===== src/rtl/seg_scan_pkg.sv =====
// ============================================================================
// Module      : seg_scan_pkg
// Description : Shared types and constants for the seven-segment scan controller.
// Revision    : 1.0 - initial release
// ============================================================================
`default_nettype none

package seg_scan_pkg;

    typedef enum logic [1:0] {
        ST_IDLE  = 2'd0,
        ST_BLANK = 2'd1,
        ST_SHOW  = 2'd2
    } state_t;

    localparam logic [6:0] SEG_OFF = 7'h7F;

    // Active-low glyphs {g,f,e,d,c,b,a}, indexed by hex value 0..F
    localparam logic [6:0] GLYPH [16] = '{
        7'h40, 7'h79, 7'h24, 7'h30, 7'h19, 7'h12, 7'h02, 7'h78,
        7'h00, 7'h10, 7'h08, 7'h03, 7'h46, 7'h21, 7'h06, 7'h0E
    };

endpackage

`default_nettype wire


===== src/rtl/seg_hex_decoder.sv =====
// ============================================================================
// Module      : seg_hex_decoder
// Description : Combinational hex nibble to active-low seven-segment glyph.
// Revision    : 1.0 - initial release
// ============================================================================
`default_nettype none

module seg_hex_decoder
    import seg_scan_pkg::*;
(
    input  logic [3:0] hex_i,
    output logic [6:0] seg_o
);

    assign seg_o = GLYPH[hex_i];

endmodule

`default_nettype wire


===== src/rtl/seg_scan_ctrl.sv =====
// ============================================================================
// Module      : seg_scan_ctrl
// Description : Multiplexed seven-segment scanner with anti-ghosting blank
//               phase and per-frame input snapshot. Define SEG_SCAN_LZB_EN
//               to blank leading zeros.
// Revision    : 1.0 - initial release
// ============================================================================
`default_nettype none

module seg_scan_ctrl
    import seg_scan_pkg::*;
#(
    parameter int N_DIGITS  = 4,
    parameter int SCAN_DIV  = 100000,
    parameter int BLANK_CYC = 1000
) (
    input  logic                          clk_in,
    input  logic                          reset,
    input  logic                          en,
    input  logic [4*N_DIGITS-1:0]         digits_in,
    input  logic [N_DIGITS-1:0]           dp_in,
    output logic [6:0]                    sevenSeg,
    output logic                          dp,
    output logic [N_DIGITS-1:0]           anodes,
    output logic [$clog2(N_DIGITS)-1:0]   digit_idx,
    output logic                          frame_done
);

    localparam int IDX_W   = $clog2(N_DIGITS);
    localparam int CNT_MAX = (SCAN_DIV > BLANK_CYC) ? SCAN_DIV : BLANK_CYC;
    localparam int CNT_W   = $clog2(CNT_MAX + 1);

    localparam logic [CNT_W-1:0] BLANK_LAST = CNT_W'(BLANK_CYC - 1);
    localparam logic [CNT_W-1:0] SHOW_LAST  = CNT_W'(SCAN_DIV - 1);
    localparam logic [IDX_W-1:0] IDX_LAST   = IDX_W'(N_DIGITS - 1);

    state_t                state_q, state_d;
    logic [CNT_W-1:0]      cnt_q, cnt_d;
    logic [IDX_W-1:0]      idx_q, idx_d;
    logic [4*N_DIGITS-1:0] snap_q, snap_d;
    logic [N_DIGITS-1:0]   snap_dp_q, snap_dp_d;
    logic [N_DIGITS-1:0]   an_q, an_d;
    logic [6:0]            seg_q, seg_d;
    logic                  dp_q, dp_d;
    logic                  fd_q, fd_d;

    logic [3:0]            w_nibble;
    logic [6:0]            w_glyph;
    logic                  w_dp_bit;
    logic                  w_blank_digit;

    assign w_nibble = snap_q[{idx_q, 2'b00} +: 4];
    assign w_dp_bit = snap_dp_q[idx_q];

    seg_hex_decoder u_dec (
        .hex_i (w_nibble),
        .seg_o (w_glyph)
    );

`ifdef SEG_SCAN_LZB_EN
    logic [IDX_W-1:0] w_top_nz;

    // Digit 0 is never above w_top_nz, so it always displays
    always_comb begin
        w_top_nz = '0;
        for (int k = 1; k < N_DIGITS; k++) begin
            if (snap_q[4*k +: 4] != 4'h0) begin
                w_top_nz = IDX_W'(k);
            end
        end
    end

    assign w_blank_digit = (idx_q > w_top_nz) && !w_dp_bit;
`else
    assign w_blank_digit = 1'b0;
`endif

    always_comb begin
        state_d   = state_q;
        cnt_d     = cnt_q + CNT_W'(1);
        idx_d     = idx_q;
        snap_d    = snap_q;
        snap_dp_d = snap_dp_q;
        an_d      = an_q;
        seg_d     = seg_q;
        dp_d      = dp_q;
        fd_d      = 1'b0;

        case (state_q)
            ST_IDLE: begin
                cnt_d = '0;
                if (en) begin
                    state_d   = ST_BLANK;
                    idx_d     = '0;
                    snap_d    = digits_in;
                    snap_dp_d = dp_in;
                end
            end
            ST_BLANK: begin
                if (cnt_q == BLANK_LAST) begin
                    state_d = ST_SHOW;
                    cnt_d   = '0;
                    an_d    = ~({{(N_DIGITS-1){1'b0}}, 1'b1} << idx_q);
                    seg_d   = w_blank_digit ? SEG_OFF : w_glyph;
                    dp_d    = ~w_dp_bit;
                end
            end
            ST_SHOW: begin
                if (cnt_q == SHOW_LAST) begin
                    state_d = ST_BLANK;
                    cnt_d   = '0;
                    an_d    = '1;
                    seg_d   = SEG_OFF;
                    dp_d    = 1'b1;
                    if (idx_q == IDX_LAST) begin
                        idx_d     = '0;
                        fd_d      = 1'b1;
                        snap_d    = digits_in;
                        snap_dp_d = dp_in;
                    end else begin
                        idx_d = idx_q + IDX_W'(1);
                    end
                end
            end
            default: begin
                state_d = ST_IDLE;
            end
        endcase

        // Disable overrides everything, including a frame_done due this edge
        if (!en) begin
            state_d = ST_IDLE;
            cnt_d   = '0;
            idx_d   = '0;
            an_d    = '1;
            seg_d   = SEG_OFF;
            dp_d    = 1'b1;
            fd_d    = 1'b0;
        end
    end

    always_ff @(posedge clk_in or negedge reset) begin
        if (!reset) begin
            state_q   <= ST_IDLE;
            cnt_q     <= '0;
            idx_q     <= '0;
            snap_q    <= '0;
            snap_dp_q <= '0;
            an_q      <= '1;
            seg_q     <= SEG_OFF;
            dp_q      <= 1'b1;
            fd_q      <= 1'b0;
        end else begin
            state_q   <= state_d;
            cnt_q     <= cnt_d;
            idx_q     <= idx_d;
            snap_q    <= snap_d;
            snap_dp_q <= snap_dp_d;
            an_q      <= an_d;
            seg_q     <= seg_d;
            dp_q      <= dp_d;
            fd_q      <= fd_d;
        end
    end

    assign anodes     = an_q;
    assign sevenSeg   = seg_q;
    assign dp         = dp_q;
    assign digit_idx  = idx_q;
    assign frame_done = fd_q;

endmodule

`default_nettype wire


===== config.mk =====
export PLATFORM = sky130hd
export DESIGN_NAME = seg_scan_ctrl
export DESIGN_NICKNAME = d
export VERILOG_FILES = /design/src/rtl/seg_scan_pkg.sv /design/src/rtl/seg_hex_decoder.sv /design/src/rtl/seg_scan_ctrl.sv
export SDC_FILE = /design/constraint.sdc
export NUM_CORES = 1
export LEC_CHECK = 0
export ABC_AREA = 1
export CORE_MARGIN = 2
export CORE_UTILIZATION = 45
export DETAILED_ROUTE_END_ITERATION = 6
export PLACE_DENSITY = 0.64
export SYNTH_ARGS = -nofsm -noshare
export SYNTH_HDL_FRONTEND = slang
export SYNTH_SLANG_ARGS = --single-unit

===== constraint.sdc =====
create_clock -name clk_in -period 2.05 [get_ports clk_in]
set_input_delay 0.41 -clock clk_in [delete_from_list [all_inputs] [get_ports clk_in]]
set_output_delay 0.41 -clock clk_in [all_outputs]
set_load 0.005 [all_outputs]

# Word-level counts from Yosys, hierarchy flattened
# Memories as Yosys holds them, arrays and structs flattened.
# Cells that the tools add are included.
[word_totals]
latch_bits = 0
output_inout_bits = 15
ramBits = 0
mem_count = 1
ff_bits = 54
mem_bits_ro = 112
[mem_list]
columns = ["memory", "depth", "word_bits", "rd", "rd_clocked_by_memory_dff", "wr", "line", "text"]
rows = [
  ["(no name shown)", 16, 7, 1, 0, 0, "seg_hex_decoder.sv:15", "assign seg_o = GLYPH[hex_i];"],
]
[classes]
order_cmp = 2
shifts = 2
n_mux = 40
n_eq_ne = 12
addsub = 2
bitwise_logic = 3
reduce_logical = 6
n_div = 0
multipliers = 0
[op_table]
columns = ["op", "n"]
rows = [
  ["$mux 17", 3],
  ["$pmux 17 s3", 1],
  ["$mux 16", 3],
  ["$mux 7", 5],
  ["$pmux 16 s2", 1],
  ["$mux 4", 6],
  ["$add 17x1->17 const B", 1],
  ["$eq 17x10->1 const B", 1],
  ["$eq 17x17->1 const B", 1],
  ["$pmux 4 s2", 2],
  ["$shiftx 16x5->4", 1],
  ["$pmux 7 s2", 1],
  ["$mux 2", 6],
  ["$mux 1", 8],
  ["$ne 2x2->1 const B", 3],
  ["$ne 3x1->1 const B", 2],
  ["$ne 3x3->1 const B", 2],
  ["$pmux 2 s3", 1],
  ["$ge 5x5->1 const B", 1],
  ["$not 4->5", 1],
  ["$eq 2x2->1 const B", 2],
  ["$not 4->4", 1],
  ["$pmux 2 s2", 1],
  ["$reduce_and 2->1", 2],
  ["other kinds (11)", 11],
]

# Logic depth before layout (Yosys ltp)
# Gate-level depths: netlist of run 1.
[logic_depth]
word_depth = 8
depth_mapped = 13

# Hierarchy
# A second synthesis of run 1 with hierarchy kept.
[unflattened]
cells_unflattened = 406
hier_area_um2 = 3094.2
[by_module_without_submodules]
columns = ["module", "seq_area_each_um2", "n_inst", "area_each_um2", "cells_per_inst"]
rows = [
  ["seg_scan_ctrl", 1366.3, 1, 2820.2, 357],
  ["seg_hex_decoder", 0.0, 1, 274.0, 49],
]

# Worst setup path after synthesis of run 1
# OpenSTA, ideal clock, no wires.
[synth_path]
path_type = "register -> register"
from = "register idx_q[0] (netlist: digit_idx[0])"
to = "register seg_q[0] (netlist: sevenSeg[0])"
period_less_slack_ps = 1659
slack_ps = 391
t_arrival_ps = 1584
path_stages_with_launch = 14
setup_time_ps = 75
required_ps = 1975
cell_sequence = "dfrtp_1 inv_2 buf_2 nand2_1 nand3_1 nand2_1 inv_1 ha_1 nand3_1 nor2_1 nor2_1 nand2_1 nand2_1 nand2_1"
[synth_between]
elab_chain_len = 8
[synth_rtl]
columns = ["item", "line", "text"]
rows = [
  ["start, declared", "seg_scan_ctrl.sv:39", "logic [IDX_W-1:0] idx_q, idx_d;"],
  ["start signal, assigned", "seg_scan_ctrl.sv:156", "idx_q <= idx_d;"],
  ["$shiftx 16x5->4", "seg_scan_ctrl.sv:52", "assign w_nibble = snap_q[{idx_q, 2'b00} +: 4];"],
  ["$not 4->5 (implied by the code)", "seg_hex_decoder.sv:15", ""],
  ["$mem_v2 16x7", "-", ""],
  ["$mux 7 (implied by the code) (2 in a row)", "seg_hex_decoder.sv:15", ""],
  ["$mux 7", "seg_scan_ctrl.sv:100", "if (cnt_q == BLANK_LAST) begin"],
  ["$pmux 7 s2", "seg_scan_ctrl.sv:89", "case (state_q)"],
  ["$mux 7", "seg_scan_ctrl.sv:131", "if (!en) begin"],
  ["end signal, assigned", "seg_scan_ctrl.sv:160", "seg_q <= seg_d;"],
  ["end, declared", "seg_scan_ctrl.sv:43", "logic [6:0] seg_q, seg_d;"],
]
# Every way passes these cells. The select of a mux whose other input is x is not followed.
# A chain may end at the register's enable or synchronous reset.

# Worst setup path after layout of run 1
[layout_path]
from = "register idx_q[0] (netlist: digit_idx[0])"
to = "output digit_idx[0]"
[layout_rtl]
columns = ["item", "line", "text"]
rows = [
  ["end, declared", "seg_scan_ctrl.sv:25", "output logic [$clog2(N_DIGITS)-1:0] digit_idx,"],
]
# No word-level cell between the ends.

==> results of run 1 <==
-- sequential cells by signal, indices dropped and copies added (netlist names) --
signal / cells
dp: 1
digit_idx: 2
state_q: 2
snap_q: 16
cnt_q: 17
frame_done: 1
sevenSeg: 7
anodes: 4
snap_dp_q: 4
-- worst register-to-register path, cell delays in order, from the launching register on --
cell and delay [ns]:
dfrtp_1 0.47, buf_4 0.19, nand2_1 0.06, nand3_1 0.07, nand2_1 0.20, inv_1 0.11
ha_1 0.24, nand3_1 0.10, nor2_1 0.05, nor2_1 0.11, nand2_1 0.07, nand2_1 0.06
nand2_1 0.05
-- stage by stage --
stage,cell area (um2),util [%],setup slack (ns),instances
after detailed placement,3640,53.8,0.145,542
after global placement,3640,53.8,0.192,542
after global routing,3750,55.5,0.0285,550
final,3750,55.5,0.165,550
after floorplan,3130,-,0.391,425
after CTS,3750,55.4,0.153,550
-- worst min-delay path by stage --
stage	startpoint	endpoint	slack [ns]	depth (start not counted)
6_report	reset	cnt_q[3]$_DFF_PN0_	0.05	1
5_1_grt	reset	cnt_q[5]$_DFF_PN0_	0.09	1
4_1_cts	reset	cnt_q[3]$_DFF_PN0_	0.07	1
3_5_place_dp	reset	cnt_q[3]$_DFF_PN0_	0.41	1
3_3_place_gp	reset	cnt_q[3]$_DFF_PN0_	0.40	1
2_1_floorplan	reset	cnt_q[0]$_DFF_PN0_	0.11	0
-- power by group --
part | switching, mW | internal, mW
Combinational | 1.32 | 0.925
Sequential | 0.229 | 1.51
Clock | 0.358 | 0.360
Total | 1.91 | 2.79
-- layer usage --
| layer | global-route usage [%] | vias up |
|---|---|---|
| met1 | 29.2 | 1260 |
| li1 | - | 1428 |
| met2 | 30.4 | 73 |
| met5 | 0 | - |
| met3 | 3.51 | 7 |
| met4 | 4.62 | 0 |
-- cell usage in the layout, fill, tap and decap left out, types with 2 or more instances in the layout --
cell type        synthesis  final
nand2_1                156    155
nand3_1                 54     54
nor2_1                  48     48
dfrtp_1                 42     42
clkdlybuf4s50_1          0     36
inv_1                   27     27
dfstp_2                 12     12
buf_4                    3     12
ha_1                    11     11
nand2_2                  7      8
inv_2                    8      8
o21ai_0                  8      8
xor2_1                   8      8
nand4_1                  6      6
nor3_1                   5      5
clkbuf_8                 0      5
a21oi_1                  3      3
nand3_2                  3      3
nor2_4                   2      2
clkinv_2                 0      2
buf_12                   0      2
-- final cells by class --
cell class                      instances  area (um2)  area share, %
Timing Repair Buffer                   51         495           13.2
Inverter                               35         131           3.50
Clock buffer                            5        68.8           1.84
Sequential cell                        54        1370           36.4
Multi-Input combinational cell        322        1550           41.3
Tap cell                               80         100           2.67
Clock inverter                          3        40.0           1.07
-- kinds of logic (layout without fill, tap and decap cells) --
kind of cell               count (synthesis)  in the layout  share of synthesized area [%]
xor gates and xnor gates                   9              9                           2.52
buffers and inverters                     49             94                           7.27
adders and majority gates                 11             11                           4.39
DFF                                       54             54                           43.6
AOI/OAI and AO/OA                         16             16                           2.88
and+or+nand+nor                          286            286                           39.3
==> results.yml, run 1 <==
outcome:
  status: "completed"
logic_synthesis:
  netlist_area_um2: 3130
  synth_edf_count: 0
  async_flop_share_pct: 100
  ys_ff_latch: 54
  ys_warn_count: 0
  synth.largest_area_cell: "dfrtp_1"
  synth.area.top_cells: "dfrtp_1, nand2_1, dfstp_2"
  synth_most_common_cell: "nand2_1"
  synthTopCellsByCount: "nand2_1, nand3_1, nor2_1, dfrtp_1, inv_1"
  ys_types: 30
  synth_cells: 425
  synth_flop_cell: "dfrtp_1"
  synth_top_area_share_pct: 33.5
  synth_nets: 459
  synth.avg_cell_area_um2: 7.37
  ys_seq_area_share_pct: 43.6
clock_tree:
  cts_tree: "done"
  cts_root_buffer: "clkbuf_8"
  clk_pin_slew_ns: 0.10
  clkSinkCount: 54
  ctsResizeCount: 0
  htree_levels: 2
  postCtsSetupBuffers: 0
  numCtsBuffers: 5
  cts_buffer_depth: 2
  clk_latency_ns: 0.31
  ctsHoldBuffers: 0
worst_setup_path:
  cp_top_family: "buffers and inverters"
  startpoint_type: "flop"
  critPathKind: "reg -> out"
  cp_num_cells: 2
  cp-end-kind: "primary output"
  r2r_start: "digit_idx[0]$_DFFE_PN0P_"
  cp-startpoint: "digit_idx[0]$_DFFE_PN0P_"
  critPathSlowestCell: "clkdlybuf4s50_1"
  path_buf_inv: 2
  crit_end: "digit_idx[0]"
  cp.arrival_ns: 1.48
  path_max_fanout: 6
  reg2reg_to: "sevenSeg[0]$_DFFE_PN1P_"
  cp_data_required_time_ns: 1.64
  cp_cell_sequence: "buf_4 -> clkdlybuf4s50_1"
  r2r_slack_ns: 0.22
  ff2ff_path_depth: 12
  cp_slowest_stage_delay_ns: 0.50
timing:
  fin_hold_ws_ns: 0.0540
  drv_slew: 0
  maxSlewHeadroom_pct: 64.8
  rsz0062_at_grt: "no"
  hold_viol_final: 0
  clock_skew_ns: 0.00679
  finalSetupTns_ns: 0
  fin_crit_sh_pct: 92.0
  fmax_mhz: 530
  finalSetupViolations: 0
  max_slew.worst_pin.slew_ns: 0.514
  finalCriticalPeriod_ns: 1.89
drt:
  drt_iter0_drc: 210
  firstDrtPassIters: 5
  wl_per_cell_um: 12.3
  via_per_inst: 5.03
  highest_layer: "met4"
  routed_wirelength_mm: 6.79
  wl_met2_mm: 2.88
  ant_nets: 0
  vias: 2768
  met3_length_um: 305
  wl_met1_mm: 3.56
  drc: 0
grt:
  gr-total-overflow: 0
  antenna_found_initial: 0
  grt_pass1_vias: 2618
  grt_pass1_wl_mm: 12.2
  grtUsageTotal_pct: 19.8
  grt_max_degree: 34
die:
  io_pins: 38
  core_um2: 6760
  die_w_um: 87.4
  start_util_pct: 46.4
  dieArea_um2: 7650
  rows: 30
  die_h_um: 87.4
power_and_ir_drop:
  ir_drop_mv: 0.534
  power.leakage_nw: 1.84
  powerDensity_nw_per_um2: 1250
  p_total_mw: 4.70
layout:
  fin_nets: 503
  antenna_cells: 0
  final_layout_size_suffix_gt1_share_pct: 12.6
  syn_to_final_growth_pct: 19.6
  n_fill_cell: 672
worst_hold_path:
  hold_class: "in -> async"
placement:
  io_buffers: 37
  dp_hpwl_mm: 5.12
  place.gp.congestion: 0.906
flow_run:
  drv_cap: 0
(Power assumes the default switching activity.)
==> run 2, diff against run 1 <==
--- a/config.mk
+++ b/config.mk
@@ -9,6 +9,7 @@
 export CORE_MARGIN = 2
 export CORE_UTILIZATION = 45
 export DETAILED_ROUTE_END_ITERATION = 6
+export GPL_ROUTABILITY_DRIVEN = 0
 export PLACE_DENSITY = 0.64
 export SYNTH_ARGS = -nofsm -noshare
 export SYNTH_HDL_FRONTEND = slang
==> results of run 2 <==
No change in the layout: final DEF, timing and power equal those of run 1.
==> run 3, diff against run 2 <==
--- a/config.mk
+++ b/config.mk
@@ -5,7 +5,6 @@
 export SDC_FILE = /design/constraint.sdc
 export NUM_CORES = 1
 export LEC_CHECK = 0
-export ABC_AREA = 1
 export CORE_MARGIN = 2
 export CORE_UTILIZATION = 45
 export DETAILED_ROUTE_END_ITERATION = 6
==> run 3 against run 2 <==
  * The run now ends with setup timing left
  * Register-to-register slack worse by 0.32 ns
  * Wire length down 0.16%
  * Clock-buffer cell count up 3
  * Critical endpoint is now snap_dp_q[3]$_DFFE_PN0P_
==> results.yml, run 3 <==
worst_setup_path:
  cp.arrival_ns: 2.35
  reg2reg_to: "snap_dp_q[3]$_DFFE_PN0P_"
  r2r_slack_ns: -0.1
  cp-end-kind: "flop"
  cp_data_required_time_ns: 2.25
  path_max_fanout: 6
  critPathKind: "reg -> reg"
  startpoint_type: "flop"
  ff2ff_path_depth: 7
  r2r_start: "cnt_q[14]$_DFF_PN0_"
drt:
  wl_per_cell_um: 15.8
  via_per_inst: 5.37
  routed_wirelength_mm: 6.78
  drt_iter0_drc: 94
  drc: 0
  vias: 2309
  ant_nets: 0
  firstDrtPassIters: 5
layout:
  utilization_pct: 62.5
  final_layout_size_suffix_gt1_share_pct: 37.7
  largest_register: "cnt_q"
  antenna_cells: 0
  largest_reg_flops: 17
  design_area_um2: 4170
  fin_nets: 383
  layout_common_cells: "dfrtp_1, buf_4, clkdlybuf4s50_1"
  syn_to_final_growth_pct: 36.7
logic_synthesis:
  synth_flop_cell: "dfrtp_1"
  ys_warn_count: 0
  synth_nets: 297
  ys_ff_latch: 54
  synth_edf_count: 0
  synth_cells: 263
  synth.largest_area_cell: "dfrtp_1"
  synth.avg_cell_area_um2: 11.6
  synth_top_area_share_pct: 34.4
  synth.area.top_cells: "dfrtp_1, dfstp_2, mux2_2"
  netlist_area_um2: 3050
  ys_seq_area_share_pct: 44.8
  synthTopCellsByCount: "dfrtp_1, nor2_1, mux2_2, nand2_1, dfstp_2"
  async_flop_share_pct: 100
  ys_types: 58
  synth_most_common_cell: "dfrtp_1"
outcome:
  violations: "setup timing"
  status: "complete, but fails checks"
clock_tree:
  cts_root_buffer: "clkbuf_8"
  clkSinkCount: 54
  cts_tree: "done"
  clk_pin_slew_ns: 0.10
  htree_levels: 2
  clk_latency_ns: 0.31
  cts_buffer_depth: 2
  numCtsBuffers: 5
placement:
  io_buffers: 37
  dp_hpwl_mm: 4.75
  dpl_worst_slack_ns: -0.147
  post_dp_cell_area_um2: 3760
grt:
  grt_pass1_vias: 2217
  gr-total-overflow: 0
  antenna_found_initial: 0
  grtUsageTotal_pct: 18.4
  grt_max_degree: 33
  grt_pass1_wl_mm: 10.9
die:
  dieArea_um2: 7460
  rows: 30
  start_util_pct: 45.7
  die_w_um: 86.4
  core_um2: 6680
  io_pins: 38
  die_h_um: 86.4
timing:
  finalSetupViolations: 37
  max_slew.worst_pin.slew_ns: 0.431
  drv_slew: 0
  hold_viol_final: 0
  clock_skew_ns: 0.0116
  rsz0062_at_grt: "yes"
  worst_slack_ns: -0.0993
  fmax_mhz: 465
  fin_crit_sh_pct: 105
  finalCriticalPeriod_ns: 2.15
  finalSetupTns_ns: -1.94
  maxSlewHeadroom_pct: 71.0
flow_run:
  drv_cap: 0
power_and_ir_drop:
  powerDensity_nw_per_um2: 566
  power.leakage_nw: 1.74
  ir_drop_mv: 0.366
worst_hold_path:
  hold_class: "in -> async"
## run 3: cell types whose count changed in the layout (fill, tap and decap cells not counted), moves of 7 or more
cell,previous run,this run
inv_1,27,10
o21ai_0,8,0
mux2i_1,0,10
nand3_1,54,11
nor2_1,48,19
buf_4,12,41
nand2_2,8,1
nand2_1,155,14
inv_2,8,0
nor2_4,2,9
mux2_4,0,13
mux2_2,0,12
## run 3: what timing repair did
action                                  4_1_cts  5_1_grt
hold buffers                                  1        0
gates resized for setup                      12       36
cloned                                        1        2
endpoints found under the hold margin         9        0
pin swaps                                     2        9
buffers inserted                              3        5
endpoints found under the setup margin       32       48
## run 3: critical path, stage by stage, from the launching register on
cell and delay (ns):
dfrtp_1 0.39, or4_4 0.58, nor4_4 0.21, a31oi_1 0.14
nor2_2 0.15, buf_6 0.14, buf_8 0.12, mux2_1 0.33
## run 3: how the worst max path moves through the flow
stage	from	to	slack, ns	cells past startpoint
final	cnt_q[14]$_DFF_PN0_	snap_dp_q[3]$_DFFE_PN0P_	-0.1	7
after floorplan	cnt_q[3]$_DFF_PN0_	anodes[0]$_DFFE_PN1P_	-0.02	6
after global routing	cnt_q[14]$_DFF_PN0_	snap_q[13]$_DFFE_PN0P_	-0.19	7
after CTS	cnt_q[14]$_DFF_PN0_	snap_q[13]$_DFFE_PN0P_	-0.1	7
after global placement	cnt_q[14]$_DFF_PN0_	snap_q[13]$_DFFE_PN0P_	-0.13	6
after detailed placement	cnt_q[14]$_DFF_PN0_	snap_q[13]$_DFFE_PN0P_	-0.15	6
## run 3: stage by stage
stage | power [mW] | hold WS [ns] | std cells
after global routing | 2.49 | 0.520 | 430
after floorplan | 1.46 | 0.114 | 263
final | 2.36 | 0.493 | 430
after detailed placement | 1.61 | 0.304 | 411
after global placement | 1.60 | 0.301 | 411
after CTS | 2.34 | 0.495 | 424
## run 3: cell families after synthesis
group	count (synthesis)	share of synthesized area (%)
and+or+nand+nor	92	16.1
DFF	54	44.8
muxes	43	17.4
AOI/OAI and AO/OA	25	7.59
buffers and inverters	21	4.71
xor gates and xnor gates	17	4.88
adders and majority gates	11	4.51
## run 3: routing by layer
layer	wire length, um	vias to the layer above	global-route usage (%)
li1	-	1104	-
met1	3320	1151	27.9
met2	3080	50	27.2
met3	324	4	3.14
met4	54	0	5.11
met5	0	-	0
## run 3: final cells by class
| type | instances | area (um2) |
|---|---|---|
| clock buffer | 8 | 111 |
| fill | 565 | 2510 |
| inverter | 10 | 37.5 |
| multi-input combinational | 188 | 1690 |
| sequential | 54 | 1370 |
| tap | 80 | 100 |
| timing repair buffer | 90 | 868 |
## run 3: report_power, final
group | leakage (nW) | internal (mW) | switching [mW]
Clock | 0.0566 | 0.350 | 0.358
Sequential | 0.663 | 1.14 | 0.0541
Combinational | 1.02 | 0.262 | 0.198
Total | 1.74 | 1.75 | 0.610
